`config.mk`:
```
export PLATFORM = sky130hd
export DESIGN_NAME = pipe_ctrl
export DESIGN_NICKNAME = d
export VERILOG_FILES = /design/src/rtl/pipe_ctrl_pkg.sv /design/src/rtl/pipe_ctrl.sv
export SDC_FILE = /design/constraint.sdc
export NUM_CORES = 1
export LEC_CHECK = 0
export ABC_AREA = 1
export BUFFER_PORTS_ARGS = -buffer_cell sky130_fd_sc_hd__buf_2
export CAP_MARGIN = 20
export CORE_ASPECT_RATIO = 0.5
export CORE_UTILIZATION = 51
export DETAILED_ROUTE_END_ITERATION = 8
export GPL_TIMING_DRIVEN = 0
export PLACE_DENSITY = 0.79
export SLEW_MARGIN = 20
export SYNTH_ARGS = -nofsm -noshare
export SYNTH_HDL_FRONTEND = slang
export SYNTH_SLANG_ARGS = --single-unit
```
`constraint.sdc`:
```
create_clock -name clk -period 2.85 [get_ports clk]
set_clock_uncertainty 0.15 [all_clocks]
set_input_delay 0.4275 -clock clk [delete_from_list [all_inputs] [get_ports clk]]
set_output_delay 0.4275 -clock clk [all_outputs]
set_load 0.02 [all_outputs]
```
`src/rtl/pipe_ctrl_pkg.sv`:
```
// Shared constants for the pipeline controller: stall-vector layout, FSM encoding, stop values.
package pipe_ctrl_pkg;

    localparam int unsigned WORD_W      = 32;
    localparam int unsigned STALL_W     = 6;
    localparam int unsigned RUN_CNT_W   = 16;
    localparam int unsigned FLUSH_CNT_W = 3;

    localparam logic STOP    = 1'b1;
    localparam logic NO_STOP = 1'b0;

    localparam logic [WORD_W-1:0] ZERO_WORD = 32'h0000_0000;

    localparam int unsigned PC_BIT    = 0;
    localparam int unsigned IFID_BIT  = 1;
    localparam int unsigned IDEX_BIT  = 2;
    localparam int unsigned EXMEM_BIT = 3;
    localparam int unsigned MEMWB_BIT = 4;
    localparam int unsigned RSVD_BIT  = 5;

    localparam logic [STALL_W-1:0] STALL_NONE = 6'b000000;
    localparam logic [STALL_W-1:0] STALL_IF   = (6'(STOP) << PC_BIT) | (6'(STOP) << IFID_BIT);
    localparam logic [STALL_W-1:0] STALL_ID   = STALL_IF | (6'(STOP) << IDEX_BIT);
    localparam logic [STALL_W-1:0] STALL_EX   = STALL_ID | (6'(STOP) << EXMEM_BIT);

    typedef enum logic [1:0] {
        ST_RUN   = 2'd0,
        ST_STALL = 2'd1,
        ST_FLUSH = 2'd2
    } state_e;

    // Deepest requesting stage wins; writeback and the reserved bit never stall.
    function automatic logic [STALL_W-1:0] stall_vec(logic req_ex, logic req_id, logic req_if);
        logic [STALL_W-1:0] v;
        v = STALL_NONE;
        if (req_ex) begin
            v = STALL_EX;
        end else if (req_id) begin
            v = STALL_ID;
        end else if (req_if) begin
            v = STALL_IF;
        end
        v[MEMWB_BIT] = NO_STOP;
        v[RSVD_BIT]  = NO_STOP;
        return v;
    endfunction

endpackage

```
`src/rtl/pipe_ctrl.sv`:
```
// Pipeline stall/flush controller with stall watchdog.
// Optional stall-cycle performance counter enabled by defining PIPE_CTRL_PERF_EN.
module pipe_ctrl
    import pipe_ctrl_pkg::*;
#(
    parameter int unsigned FLUSH_CYCLES = 1,
    parameter int unsigned WD_LIMIT     = 255
) (
    input  logic        clk,
    input  logic        rst,
    input  logic        stallreq_if,
    input  logic        stallreq_id,
    input  logic        stallreq_ex,
    input  logic        flush_req,
    input  logic [31:0] flush_pc,
    output logic [5:0]  stall_o,
    output logic        flush_o,
    output logic [31:0] new_pc_o,
    output logic        wdog_o
`ifdef PIPE_CTRL_PERF_EN
    ,
    output logic [31:0] stall_cnt_o
`endif
);

    state_e                 state_q;
    state_e                 state_d;
    logic [FLUSH_CNT_W-1:0] flush_cnt_q;
    logic [FLUSH_CNT_W-1:0] flush_cnt_d;
    logic [RUN_CNT_W-1:0]   run_cnt_q;
    logic [RUN_CNT_W-1:0]   run_cnt_d;
    logic                   any_req;
    logic                   wdog_set;

    assign any_req = stallreq_if | stallreq_id | stallreq_ex;

    // Zero-latency stall vector; suppressed during reset and while flushing.
    always_comb begin
        stall_o = STALL_NONE;
        if (!rst && (state_q != ST_FLUSH)) begin
            stall_o = stall_vec(stallreq_ex, stallreq_id, stallreq_if);
        end
    end

    // Next state: a flush request overrides everything and restarts the flush count.
    always_comb begin
        state_d     = state_q;
        flush_cnt_d = flush_cnt_q;
        if (flush_req) begin
            state_d     = ST_FLUSH;
            flush_cnt_d = FLUSH_CNT_W'(FLUSH_CYCLES - 1);
        end else begin
            case (state_q)
                ST_RUN: begin
                    if (any_req) begin
                        state_d = ST_STALL;
                    end
                end
                ST_STALL: begin
                    if (!any_req) begin
                        state_d = ST_RUN;
                    end
                end
                ST_FLUSH: begin
                    if (flush_cnt_q == '0) begin
                        state_d = any_req ? ST_STALL : ST_RUN;
                    end else begin
                        flush_cnt_d = FLUSH_CNT_W'(flush_cnt_q - 1'b1);
                    end
                end
                default: begin
                    state_d = ST_RUN;
                end
            endcase
        end
    end

    // Consecutive STALL-state cycles, saturating.
    always_comb begin
        run_cnt_d = '0;
        if (state_q == ST_STALL) begin
            run_cnt_d = (run_cnt_q == '1) ? run_cnt_q : RUN_CNT_W'(run_cnt_q + 1'b1);
        end
        wdog_set = (32'(run_cnt_d) >= WD_LIMIT);
    end

    always_ff @(posedge clk or posedge rst) begin
        if (rst) begin
            state_q     <= ST_RUN;
            flush_cnt_q <= '0;
            run_cnt_q   <= '0;
            flush_o     <= 1'b0;
            new_pc_o    <= ZERO_WORD;
            wdog_o      <= 1'b0;
        end else begin
            state_q     <= state_d;
            flush_cnt_q <= flush_cnt_d;
            run_cnt_q   <= run_cnt_d;
            flush_o     <= (state_d == ST_FLUSH);
            if (flush_req) begin
                new_pc_o <= flush_pc;
            end
            if (wdog_set) begin
                wdog_o <= 1'b1;
            end
        end
    end

`ifdef PIPE_CTRL_PERF_EN
    always_ff @(posedge clk or posedge rst) begin
        if (rst) begin
            stall_cnt_o <= '0;
        end else if (stall_o != STALL_NONE) begin
            stall_cnt_o <= stall_cnt_o + 32'd1;
        end
    end
`endif

endmodule

```
==> reports/metrics.yaml, run 1 <==
outcome:
  run_status: "finished, final reports clean"
setup_path:
  critical_path.slowest_cell: "sky130_fd_sc_hd__clkinvlp_4"
  worst-setup-path-type: "in -> out"
  worst_path_cell_trace: "buf_2, clkinvlp_4, nand2_1, nor2_1, buf_4, buf_2"
  critical_path.max_stage_delay_ns: 0.52
  startpoint_type_of_the_worst_setup_path: "input port"
  worstSetupEndpointType: "output port"
  worst-path-max-fanout: 29
  worst-r2r-setup-slack_ns: 0.89
  cp_top_family: "buffers and inverters"
  critical_path_arrival_ns: 1.73
  worst-path-buf-inv: 4
  critical_path.most_common_cell: "sky130_fd_sc_hd__buf_2"
  required_ns: 2.27
yosys:
  synth_common_cells: "sky130_fd_sc_hd__nand2_1, sky130_fd_sc_hd__dfrtp_1, sky130_fd_sc_hd__inv_1, sky130_fd_sc_hd__nor2_1, sky130_fd_sc_hd__nand3_1"
  synth.cell_area_mm2: 0.00263
  postSynthAreaPerCell_um2: 7.60
  synth_area_leader_cell: "sky130_fd_sc_hd__dfrtp_1"
  synth_flop_cell: "sky130_fd_sc_hd__dfrtp_1"
  ys.warnings.count: 0
  synth.ff_latch_count: 55
  yosysMostFrequentCell: "sky130_fd_sc_hd__nand2_1"
  synth_cell_types: 26
  synth_area_leaders: "sky130_fd_sc_hd__dfrtp_1, sky130_fd_sc_hd__nand2_1, sky130_fd_sc_hd__inv_1"
  netlist.area_leader.share_pct: 52.4
  netlist_instances: 346
  register_area_share_after_synthesis_pct: 52.4
  postSynth.asyncResetShare_pct: 100
  number_of_enable_flip_flop_cells_after_synthesis: 0
timing:
  achievable-frequency_mhz: 432
  hold_slack_ns: 0.0516
  timing.final.crit_period_ns: 2.31
  setup_repair_after_global_routing_missed_its_margin: "false"
  final.setup.worst_slack_ns: 0.538
  slew_headroom_pct: 56.9
  finalSetupViolCount: 0
  final_min_period_over_clock_period_pct: 81.1
  worst_margin_slew_ns: 0.645
  timing_hold_violations_final: 0
  slew_violations: 0
place:
  detailed_place.area_mm2: 0.00311
  io_buffer_count: 74
  place.gp.congestion: 0.902
  dp.final_hpwl_um: 4420
  place_ws_ns: 0.487
power:
  powerDensity_mw_per_mm2: 468
  leakage_uw: 0.00186
  vdd.ir_drop.worst_v: 0.000284
  post-layout-total-power_uw: 1500
global_routing:
  vias_in_the_first_global_route: 2146
  grt_use_met3_pct: 4.97
  globalRoute.totalOverflow: 0
  pin_count_of_the_biggest_net_entering_global_routing: 30
  groute.layer.met2.usage_pct: 40.2
  track_usage_pct: 21.7
  globalRouteMet1Util_pct: 25.5
  gr-max-usage-layer: "met2"
  grt_first_pass_wirelength_um: 9310
  antenna_found_initial: 0
floorplan:
  fp.dieW_um: 104
  fp.dieH_um: 52.8
  io_pins: 78
  effective_utilization_at_floorplan_pct: 53.3
  core_region_area_mm2: 0.00493
  std_cell_rows: 18
  floorplan.die_area_mm2: 0.00546
cts:
  post_cts.resized_instances: 0
  clkSinkCount: 55
  ctsLongestPathBuffers: 2
  numCtsBuffers: 5
  cell_at_the_root_of_the_clock_tree: "sky130_fd_sc_hd__clkbuf_8"
  postCtsSetupRepairBufs: 0
  cts_hold_buf: 0
  path_clk_slew_ns: 0.09
  h-tree-depth: 2
  clk_latency_ns: 0.30
  cts_tree: "yes"
drt:
  drt-total-wl_um: 5600
  antenna_violating_nets_post_route: 0
  dr.pass1.iters: 4
  routed_wire_length_per_instance_um: 11.2
  drc_errors: 0
  dr_total_vias: 2372
  post_drt_via_cell_ratio: 4.74
  drtIter0Drc: 83
min_path:
  worst_hold_path_type: "in -> async"
layout:
  post_route_cells_drive_above_1_share_pct: 22.1
  post-route-util_pct: 64.9
  syn2layout_area_growth_pct: 21.7
  finish.net_count: 470
  antenna_cells: 0
  finalInstanceArea_mm2: 0.00320
flow_run:
  max-cap-violations: 0
[registers in the layout, indices dropped and copies added (netlist names)]
register,flops
flush_cnt_q,3
new_pc_o,32
run_cnt_q,16
flush_o,1
state_q,2
wdog_o,1
[kinds of logic (layout without fill, tap and decap cells)]
family / after synthesis / in the layout / synth area share, %
AND/OR/NAND/NOR: 215 / 215 / 33.3
flip-flops: 55 / 55 / 52.4
buffers and inverters: 53 / 136 / 8.38
AO/OA/AOI/OAI: 16 / 16 / 3.43
adder cells (fa/ha/maj): 3 / 3 / 1.43
XOR/XNOR: 3 / 3 / 1.00
other: 1 / 2 / 0.143
[power breakdown]
part           total [uW]  switching (uW)  leakage, uW  internal (uW)
Sequential            846            23.0     0.000704            823
Clock                 420             248    0.0000412            172
Combinational         230             151      0.00112           79.0
Total                1500             422      0.00186           1070
[layout by cell type (no fill, tap or decap)]
cell type	n
sky130_fd_sc_hd__o22ai_1	2
sky130_fd_sc_hd__nor2_1	28
sky130_fd_sc_hd__clkinv_2	2
sky130_fd_sc_hd__dfrtp_1	55
sky130_fd_sc_hd__nand3b_1	1
sky130_fd_sc_hd__inv_1	38
sky130_fd_sc_hd__conb_1	2
sky130_fd_sc_hd__clkinv_1	1
sky130_fd_sc_hd__nand2_1	152
sky130_fd_sc_hd__ha_1	3
sky130_fd_sc_hd__o21ai_0	6
sky130_fd_sc_hd__buf_2	75
sky130_fd_sc_hd__nand2_2	2
sky130_fd_sc_hd__nor2_4	1
sky130_fd_sc_hd__clkbuf_1	8
sky130_fd_sc_hd__o21bai_1	2
sky130_fd_sc_hd__clkbuf_8	5
sky130_fd_sc_hd__nand4_1	3
sky130_fd_sc_hd__a21oi_1	5
sky130_fd_sc_hd__o211ai_1	1
sky130_fd_sc_hd__xor2_1	3
sky130_fd_sc_hd__nand2_4	1
sky130_fd_sc_hd__nand3_1	23
sky130_fd_sc_hd__buf_6	1
sky130_fd_sc_hd__buf_4	3
sky130_fd_sc_hd__buf_12	1
sky130_fd_sc_hd__nor3_1	2
sky130_fd_sc_hd__nor2_2	2
sky130_fd_sc_hd__clkinvlp_4	2
[routing by layer]
layer,routed length (um),vias to the layer above
li1,-,1214
met1,2440,1086
met2,2820,63
met3,262,9
met4,82,0
met5,0,-
[cell type report]
type	instances	area, um2
inverter	41	159
fill	434	1730
buffer	12	65.1
tap	70	87.6
clock inverter	2	12.5
timing repair buffer	75	390
sequential	55	1380
multi-input combinational	239	1040
clock buffer	6	72.6
[metrics by stage]
step / setup TNS, ns / std cells
2_1_floorplan: 0 / 347
3_5_place_dp: 0 / 492
4_1_cts: 0 / 500
3_3_place_gp: -0.00401 / 491
5_1_grt: 0 / 500
6_report: 0 / 500
[worst reg2reg max path: stages, from the launching register on]
cell and delay [ns]:
sky130_fd_sc_hd__dfrtp_1 0.43, sky130_fd_sc_hd__ha_1 0.26, sky130_fd_sc_hd__inv_1 0.08, sky130_fd_sc_hd__nor2_2 0.05
sky130_fd_sc_hd__nand2_2 0.11, sky130_fd_sc_hd__clkinv_2 0.10, sky130_fd_sc_hd__nand2_4 0.13, sky130_fd_sc_hd__buf_6 0.14
sky130_fd_sc_hd__nand3_1 0.07, sky130_fd_sc_hd__nand2_1 0.09, sky130_fd_sc_hd__nand3_1 0.07, sky130_fd_sc_hd__nor2_1 0.08
sky130_fd_sc_hd__nand3_1 0.08
[path summary, 6_finish.rpt]
path | startpoint | endpoint | cells past startpoint
max in group asynchronous | rst | new_pc_o[19] | 3
hold / removal | rst | wdog_o | 2
hold reg to reg | new_pc_o[21] | new_pc_o[21] | 2
min in group clk | flush_pc[25] | new_pc_o[25] | 3
setup / recovery | rst | stall_o[1] | 6
setup reg to reg | run_cnt_q[0] | wdog_o | 12
Note: power is estimated with default switching activity, not from simulation.
==> run 2, diff against run 1 <==
==> constraint.sdc (replaced) <==
create_clock -name clk -period 2.3 [get_ports clk]
set_clock_uncertainty 0.15 [all_clocks]
set_input_delay 0.345 -clock clk [delete_from_list [all_inputs] [get_ports clk]]
set_output_delay 0.345 -clock clk [all_outputs]
set_load 0.02 [all_outputs]
==> run 2 against run 1 <==
Clock-buffer cell count unchanged. Clock power increased by 25%. Global-route usage increased by 0.26 points. Die area unchanged. Wire length increased by 1.8%. Setup slack got worse by 0.37 ns. Total power increased by 25%. First-iteration DRC count decreased by 22%. Final area increased by 0.94%. Combinational power increased by 27%. Worst hold slack improved by 0.034 ns.
==> reports/metrics.yaml, run 2 (synthesized netlist as in run 1, its figures left out) <==
cts:
  numCtsBuffers: 5  # unchanged
  postCtsSetupRepairBufs: 0  # unchanged
  cell_at_the_root_of_the_clock_tree: "sky130_fd_sc_hd__clkbuf_8"
  clkSinkCount: 55  # unchanged
  path_clk_slew_ns: 0.09  # about the same
  ctsLongestPathBuffers: 2  # unchanged
  cts_tree: "yes"
  h-tree-depth: 2  # unchanged
  clk_latency_ns: 0.30  # about the same
layout:
  finish.net_count: 472  # +0.43%
  filler_cell_count: 429  # -1.2%
  syn2layout_area_growth_pct: 22.8
  layout_top_registers: "new_pc_o (32), run_cnt_q (16), flush_cnt_q (3)"
  footprint_of_the_flip_flops_and_latches_mm2: 0.00138  # unchanged
  mostFrequentLayoutCells: "sky130_fd_sc_hd__nand2_1, sky130_fd_sc_hd__buf_2, sky130_fd_sc_hd__dfrtp_1"
  post-route-util_pct: 65.5  # +0.61 points
  finalInstanceArea_mm2: 0.00323  # +0.94%
  largest_register_ff_count: 32  # unchanged
  post_route_cells_drive_above_1_share_pct: 22.2  # +0.13 points
  multiInputGateArea_mm2: 0.00104  # unchanged
  layout.cells.most_common: "sky130_fd_sc_hd__nand2_1"
  top_register: "new_pc_o"
  antenna_cells: 0  # unchanged
timing:
  worst_margin_slew_ns: 0.489  # -0.156 ns
  slew_violations: 0  # unchanged
  final_min_period_over_clock_period_pct: 92.5
  finalSetupViolCount: 0  # unchanged
  final.setup.worst_slack_ns: 0.172  # -0.366 ns
  timing.final.crit_period_ns: 2.13
  slew_headroom_pct: 67.0  # +10 points
  achievable-frequency_mhz: 470
  timing_hold_violations_final: 0  # unchanged
  setup_repair_after_global_routing_missed_its_margin: "false"
drt:
  post_drt_via_cell_ratio: 4.72  # -0.52%
  drt-total-wl_um: 5700  # +1.8%
  drtIter0Drc: 65  # -22%
  dr_total_vias: 2369  # -0.13%
  drc_errors: 0  # unchanged
  routed_wire_length_per_instance_um: 11.4  # +1.4%
  dr.pass1.iters: 4  # unchanged
  antenna_violating_nets_post_route: 0  # unchanged
global_routing:
  vias_in_the_first_global_route: 2169  # +1.1%
  pin_count_of_the_biggest_net_entering_global_routing: 29  # -3.3%
  antenna_found_initial: 0  # unchanged
  grt_first_pass_wirelength_um: 9400  # +0.96%
  globalRoute.totalOverflow: 0  # unchanged
  track_usage_pct: 22.0  # +0.26 points
setup_path:
  worstSetupEndpointType: "output port"
  startpoint_type_of_the_worst_setup_path: "input port"
  worst-r2r-cell-count: 12  # unchanged
  required_ns: 1.80  # -0.47 ns
  r2r-end: "wdog_o"
  worst-path-max-fanout: 3  # -90%
  critical_path_arrival_ns: 1.63  # -0.10 ns
  r2r_start: "run_cnt_q[0]"
  worst-r2r-setup-slack_ns: 0.34  # -0.55 ns
  worst-setup-path-type: "in -> out"
floorplan:
  std_cell_rows: 18  # unchanged
  effective_utilization_at_floorplan_pct: 53.3  # unchanged
  floorplan.die_area_mm2: 0.00546  # unchanged
  core_region_area_mm2: 0.00493  # unchanged
  fp.dieH_um: 52.8  # unchanged
  fp.dieW_um: 104  # unchanged
  io_pins: 78  # unchanged
power:
  post-layout-total-power_uw: 1860  # +25%
  vdd.ir_drop.worst_v: 0.000351  # +24%
  powerDensity_mw_per_mm2: 577  # +23%
  leakage_uw: 0.00188  # +0.73%
min_path:
  timing.hold.worst_endpoint: "new_pc_o[25]"
  worst_hold_path_type: "in -> reg"
  hold_depth: 3
  hold_crit_start: "flush_pc[25]"
place:
  detailed_place.area_mm2: 0.00311  # unchanged
  io_buffer_count: 74  # unchanged
  dp.final_hpwl_um: 4420  # unchanged
  place.gp.congestion: 0.902  # unchanged
  place_ws_ns: 0.102  # -0.385 ns
outcome:
  run_status: "finished, final reports clean"
flow_run:
  max-cap-violations: 0  # unchanged
[run 2: cell type report]
| cell class | count | share of cell area, % |
|---|---|---|
| Buffer | 12 | 2.01 |
| Clock buffer | 6 | 2.25 |
| Clock inverter | 2 | 0.387 |
| Inverter | 41 | 4.92 |
| Multi-Input combinational cell | 239 | 32.1 |
| Sequential cell | 55 | 42.6 |
| Tap cell | 70 | 2.71 |
| Timing Repair Buffer | 77 | 13.0 |
[run 2: repair_timing]
item | CTS | global route
hold endpoints to repair | 27 | 0
hold buffers | 2 | 0
resized for setup | 0 | 0
[run 2: stage by stage]
step                std cells  setup TNS, ns  hold slack, ns
floorplan                 347              0           0.273
global placement          491          -1.16           0.299
finish                    502              0          0.0855
CTS                       502              0          0.0751
global route              502              0          0.0697
detailed placement        492              0           0.303
[run 2: worst max-delay path by stage]
stage / from / endpoint / slack (ns)
3_5_place_dp: rst / stall_o[1] / 0.10
3_3_place_gp: rst / stall_o[1] / -0.39
5_1_grt: rst / stall_o[1] / 0.12
4_1_cts: rst / stall_o[1] / 0.18
6_report: rst / stall_o[1] / 0.17
2_1_floorplan: rst / stall_o[1] / 0.05
[run 2: critical path, stage by stage]
cell and delay [ns]:
sky130_fd_sc_hd__dlygate4sd3_1 0.53, sky130_fd_sc_hd__buf_2 0.13, sky130_fd_sc_hd__clkinvlp_4 0.15, sky130_fd_sc_hd__nand2_1 0.14, sky130_fd_sc_hd__nor2_1 0.06, sky130_fd_sc_hd__buf_4 0.13, sky130_fd_sc_hd__buf_2 0.15
[run 2: per-layer routing]
metal | vias to the layer above | GRT usage [%] | wire length (um)
met4 | 0 | 7.97 | 85
met1 | 1084 | 25.5 | 2550
met2 | 57 | 41.2 | 2830
met5 | - | 0 | 0
li1 | 1219 | - | -
met3 | 9 | 4.97 | 237
[run 2: report_power, final]
group	leakage [uW]	switching (uW)	internal [uW]	total, uW
sequential	0.000704	28.5	1020	1050
clock	0.0000412	310	214	523
combinational	0.00113	189	103	291
==> run 3, diff against run 2 <==
--- a/config.mk
+++ b/config.mk
@@ -5,7 +5,6 @@
 export SDC_FILE = /design/constraint.sdc
 export NUM_CORES = 1
 export LEC_CHECK = 0
-export ABC_AREA = 1
 export BUFFER_PORTS_ARGS = -buffer_cell sky130_fd_sc_hd__buf_2
 export CAP_MARGIN = 20
 export CORE_ASPECT_RATIO = 0.5
==> run 3 against run 2 <==
The flow now finishes with violations (negative setup slack). Sequential share of layout area down 3.4 points. Utilization up 5.8 points. Via count down 7.5%. Critical path depth unchanged. Register-to-register slack worse by 0.37 ns. Combinational power up 88%. Fmax down 8.7%. Largest power group unchanged.
==> reports/metrics.yaml, run 3 <==
setup_path:
  critical_path_arrival_ns: 2.44  # +0.81 ns
  startpoint_type_of_the_worst_setup_path: "flip-flop"
  required_ns: 2.41  # +0.61 ns
  worst-path-max-fanout: 6  # +3
  worstSetupEndpointType: "flip-flop"
  worst-setup-path-type: "reg -> reg"
drt:
  dr_total_vias: 2192  # -7.5%
  drc_errors: 0  # unchanged
  dr.pass1.iters: 4  # unchanged
  drtIter0Drc: 115  # +77%
  drt-total-wl_um: 6440  # +13%
  routed_wire_length_per_instance_um: 15.9  # +40%
  post_drt_via_cell_ratio: 5.40  # +14%
  antenna_violating_nets_post_route: 0  # unchanged
floorplan:
  core_region_area_mm2: 0.00495  # +0.46%
  fp.dieH_um: 52.9  # +0.21%
  fp.dieW_um: 104  # +0.21%
  floorplan.die_area_mm2: 0.00549  # +0.42%
  std_cell_rows: 18  # unchanged
  io_pins: 78  # unchanged
  effective_utilization_at_floorplan_pct: 53.3  # about the same
global_routing:
  pin_count_of_the_biggest_net_entering_global_routing: 34  # +17%
  globalRoute.totalOverflow: 0  # unchanged
  vias_in_the_first_global_route: 1930  # -11%
  grt_first_pass_wirelength_um: 9090  # -3.3%
  antenna_found_initial: 0  # unchanged
  track_usage_pct: 21.5  # -0.51 points
timing:
  final_min_period_over_clock_period_pct: 101  # +8.8 points
  hold_slack_ns: 0.0231  # -0.0625 ns
  achievable-frequency_mhz: 429  # -8.7%
  finalSetupViolCount: 1  # +1
  final.setup.worst_slack_ns: -0.0302  # -0.202 ns
  slew_violations: 0  # unchanged
  timing.final.crit_period_ns: 2.33  # +0.202 ns
  slew_headroom_pct: 65.9  # -1.2 points
  worst_margin_slew_ns: 0.512  # +0.0229 ns
  timing_hold_violations_final: 0  # unchanged
layout:
  post_route_cells_drive_above_1_share_pct: 54.8  # +33 points
  filler_cell_count: 354  # -17%
  multiInputGateArea_mm2: 0.00126  # +21%
  layout_top_registers: "new_pc_o (32), run_cnt_q (16), flush_cnt_q (3)"
  syn2layout_area_growth_pct: 33.8
  mostFrequentLayoutCells: "sky130_fd_sc_hd__buf_2, sky130_fd_sc_hd__dfrtp_1, sky130_fd_sc_hd__mux2_2"
  layout.cells.most_common: "sky130_fd_sc_hd__buf_2"
  largest_register_ff_count: 32  # unchanged
  post_layout_nonfiller_instances: 406  # -19%
  antenna_cells: 0  # unchanged
  finish.net_count: 377  # -20%
  top_register: "new_pc_o"
  footprint_of_the_flip_flops_and_latches_mm2: 0.00139  # +0.64%
  post-route-util_pct: 71.3  # +5.8 points
yosys:
  register_area_share_after_synthesis_pct: 52.1  # -0.22 points
  netlist_instances: 229  # -34%
  synth_common_cells: "sky130_fd_sc_hd__dfrtp_1, sky130_fd_sc_hd__mux2_2, sky130_fd_sc_hd__nor2_1, sky130_fd_sc_hd__nand3_1, sky130_fd_sc_hd__nand2_1"
  synth_area_leader_cell: "sky130_fd_sc_hd__dfrtp_1"
  number_of_enable_flip_flop_cells_after_synthesis: 0  # unchanged
  synth_flop_cell: "sky130_fd_sc_hd__dfrtp_1"
  postSynthAreaPerCell_um2: 11.5  # +52%
  netlist.area_leader.share_pct: 52.1  # -0.22 points
  synth_area_leaders: "sky130_fd_sc_hd__dfrtp_1, sky130_fd_sc_hd__mux2_2, sky130_fd_sc_hd__nor2_1"
  synth.cell_area_mm2: 0.00264  # +0.43%
  synth.ff_latch_count: 55  # unchanged
  synth_cell_types: 47  # +81%
  yosysMostFrequentCell: "sky130_fd_sc_hd__dfrtp_1"
  ys.warnings.count: 0  # unchanged
  postSynth.asyncResetShare_pct: 100  # unchanged
cts:
  h-tree-depth: 2  # unchanged
  clkSinkCount: 55  # unchanged
  clk_latency_ns: 0.31  # about the same
  ctsLongestPathBuffers: 2  # unchanged
  cts_tree: "yes"
  path_clk_slew_ns: 0.10  # about the same
  cell_at_the_root_of_the_clock_tree: "sky130_fd_sc_hd__clkbuf_8"
  numCtsBuffers: 5  # unchanged
power:
  leakage_uw: 0.00161  # -14%
  post-layout-total-power_uw: 2210  # +19%
  vdd.ir_drop.worst_v: 0.000392  # +11%
  powerDensity_mw_per_mm2: 626  # +8.5%
place:
  placed_cells_incl_taps: 375  # -24%
  io_buffer_count: 74  # unchanged
  dp.final_hpwl_um: 3900  # -12%
  place.gp.congestion: 0.838  # -7.0%
  place_ws_ns: -0.168  # -0.270 ns
min_path:
  worst_hold_path_type: "in -> async"
outcome:
  failed_checks: "negative setup slack"
  run_status: "finished with violations"
flow_run:
  max-cap-violations: 0  # unchanged
run 3: changes by cell type after synthesis, sizes merged, moves of 5 or more:
cell / change
and4: +6
nand3: -12
inv: -32
nand2: -146
mux2: +32
nor2: -5
run 3: logic make-up after synthesis:
| logic type | after synthesis | synth area share, % |
|---|---|---|
| xor gates and xnor gates | 7 | 2.32 |
| other | 1 | 0.142 |
| buffers and inverters | 22 | 4.69 |
| adders and majority gates | 3 | 1.42 |
| DFF | 55 | 52.1 |
| and+or+nand+nor | 77 | 16.7 |
| AOI/OAI and AO/OA | 29 | 7.77 |
| muxes | 35 | 14.8 |
run 3: timing repair:
item                                    4_1_cts  5_1_grt
setup buffers                                 7       16
endpoints found under the setup margin        1        1
hold buffers                                  2        0
hold endpoints to repair                     22        0
pin swaps                                     6       12
gates resized for setup                      12       20
run 3: area by class of cell:
class                           count  area share, %
Buffer                             14           2.66
Sequential cell                    55           39.2
Multi-Input combinational cell    153           35.6
Clock buffer                        5           1.95
Clock inverter                      2          0.496
Timing Repair Buffer              100           16.7
Tap cell                           70           2.48
Inverter                            7          0.850
run 3: worst paths after layout:
check                             startpoint  cells past startpoint      endpoint  slack, ns
worst min register to register  new_pc_o[28]                      1  new_pc_o[28]       0.36
max in group asynchronous                rst                      3  run_cnt_q[4]       1.55
worst min-delay path                     rst                      4       flush_o       0.02
worst max register to register  run_cnt_q[0]                      7        wdog_o      -0.03
min in group clk                 flush_pc[9]                      2   new_pc_o[9]       0.11
worst max-delay path            run_cnt_q[0]                      7        wdog_o      -0.03
run 3: per-stage QoR:
stage | area, um2 | setup TNS (ns)
4_1_cts | 3340 | 0
3_5_place_dp | 3130 | -0.168
5_1_grt | 3530 | -0.0536
2_1_floorplan | 2660 | 0
6_report | 3530 | -0.0302
3_3_place_gp | 3110 | -1.18
run 3: critical path, cell delays in order (launching register included):
cell                       delay [ns]
sky130_fd_sc_hd__dfrtp_1         0.43
sky130_fd_sc_hd__ha_4            0.19
sky130_fd_sc_hd__and3_4          0.21
sky130_fd_sc_hd__and4_4          0.31
sky130_fd_sc_hd__mux2i_1         0.26
sky130_fd_sc_hd__o211ai_1        0.16
sky130_fd_sc_hd__nor4_2          0.39
sky130_fd_sc_hd__or4_1           0.18
run 3: routing by layer:
| metal | share of wire [%] | global-route usage [%] |
|---|---|---|
| met1 | 42 | 25.7 |
| met2 | 50 | 38.5 |
| met5 | 0 | 0 |
| met4 | 2.1 | 9.05 |
| met3 | 5.4 | 5.17 |
run 3: power breakdown:
| part | internal (uW) | total [uW] | switching, uW |
|---|---|---|---|
| clock network | 215 | 547 | 332 |
| registers | 1060 | 1120 | 54.9 |
| logic | 235 | 547 | 312 |
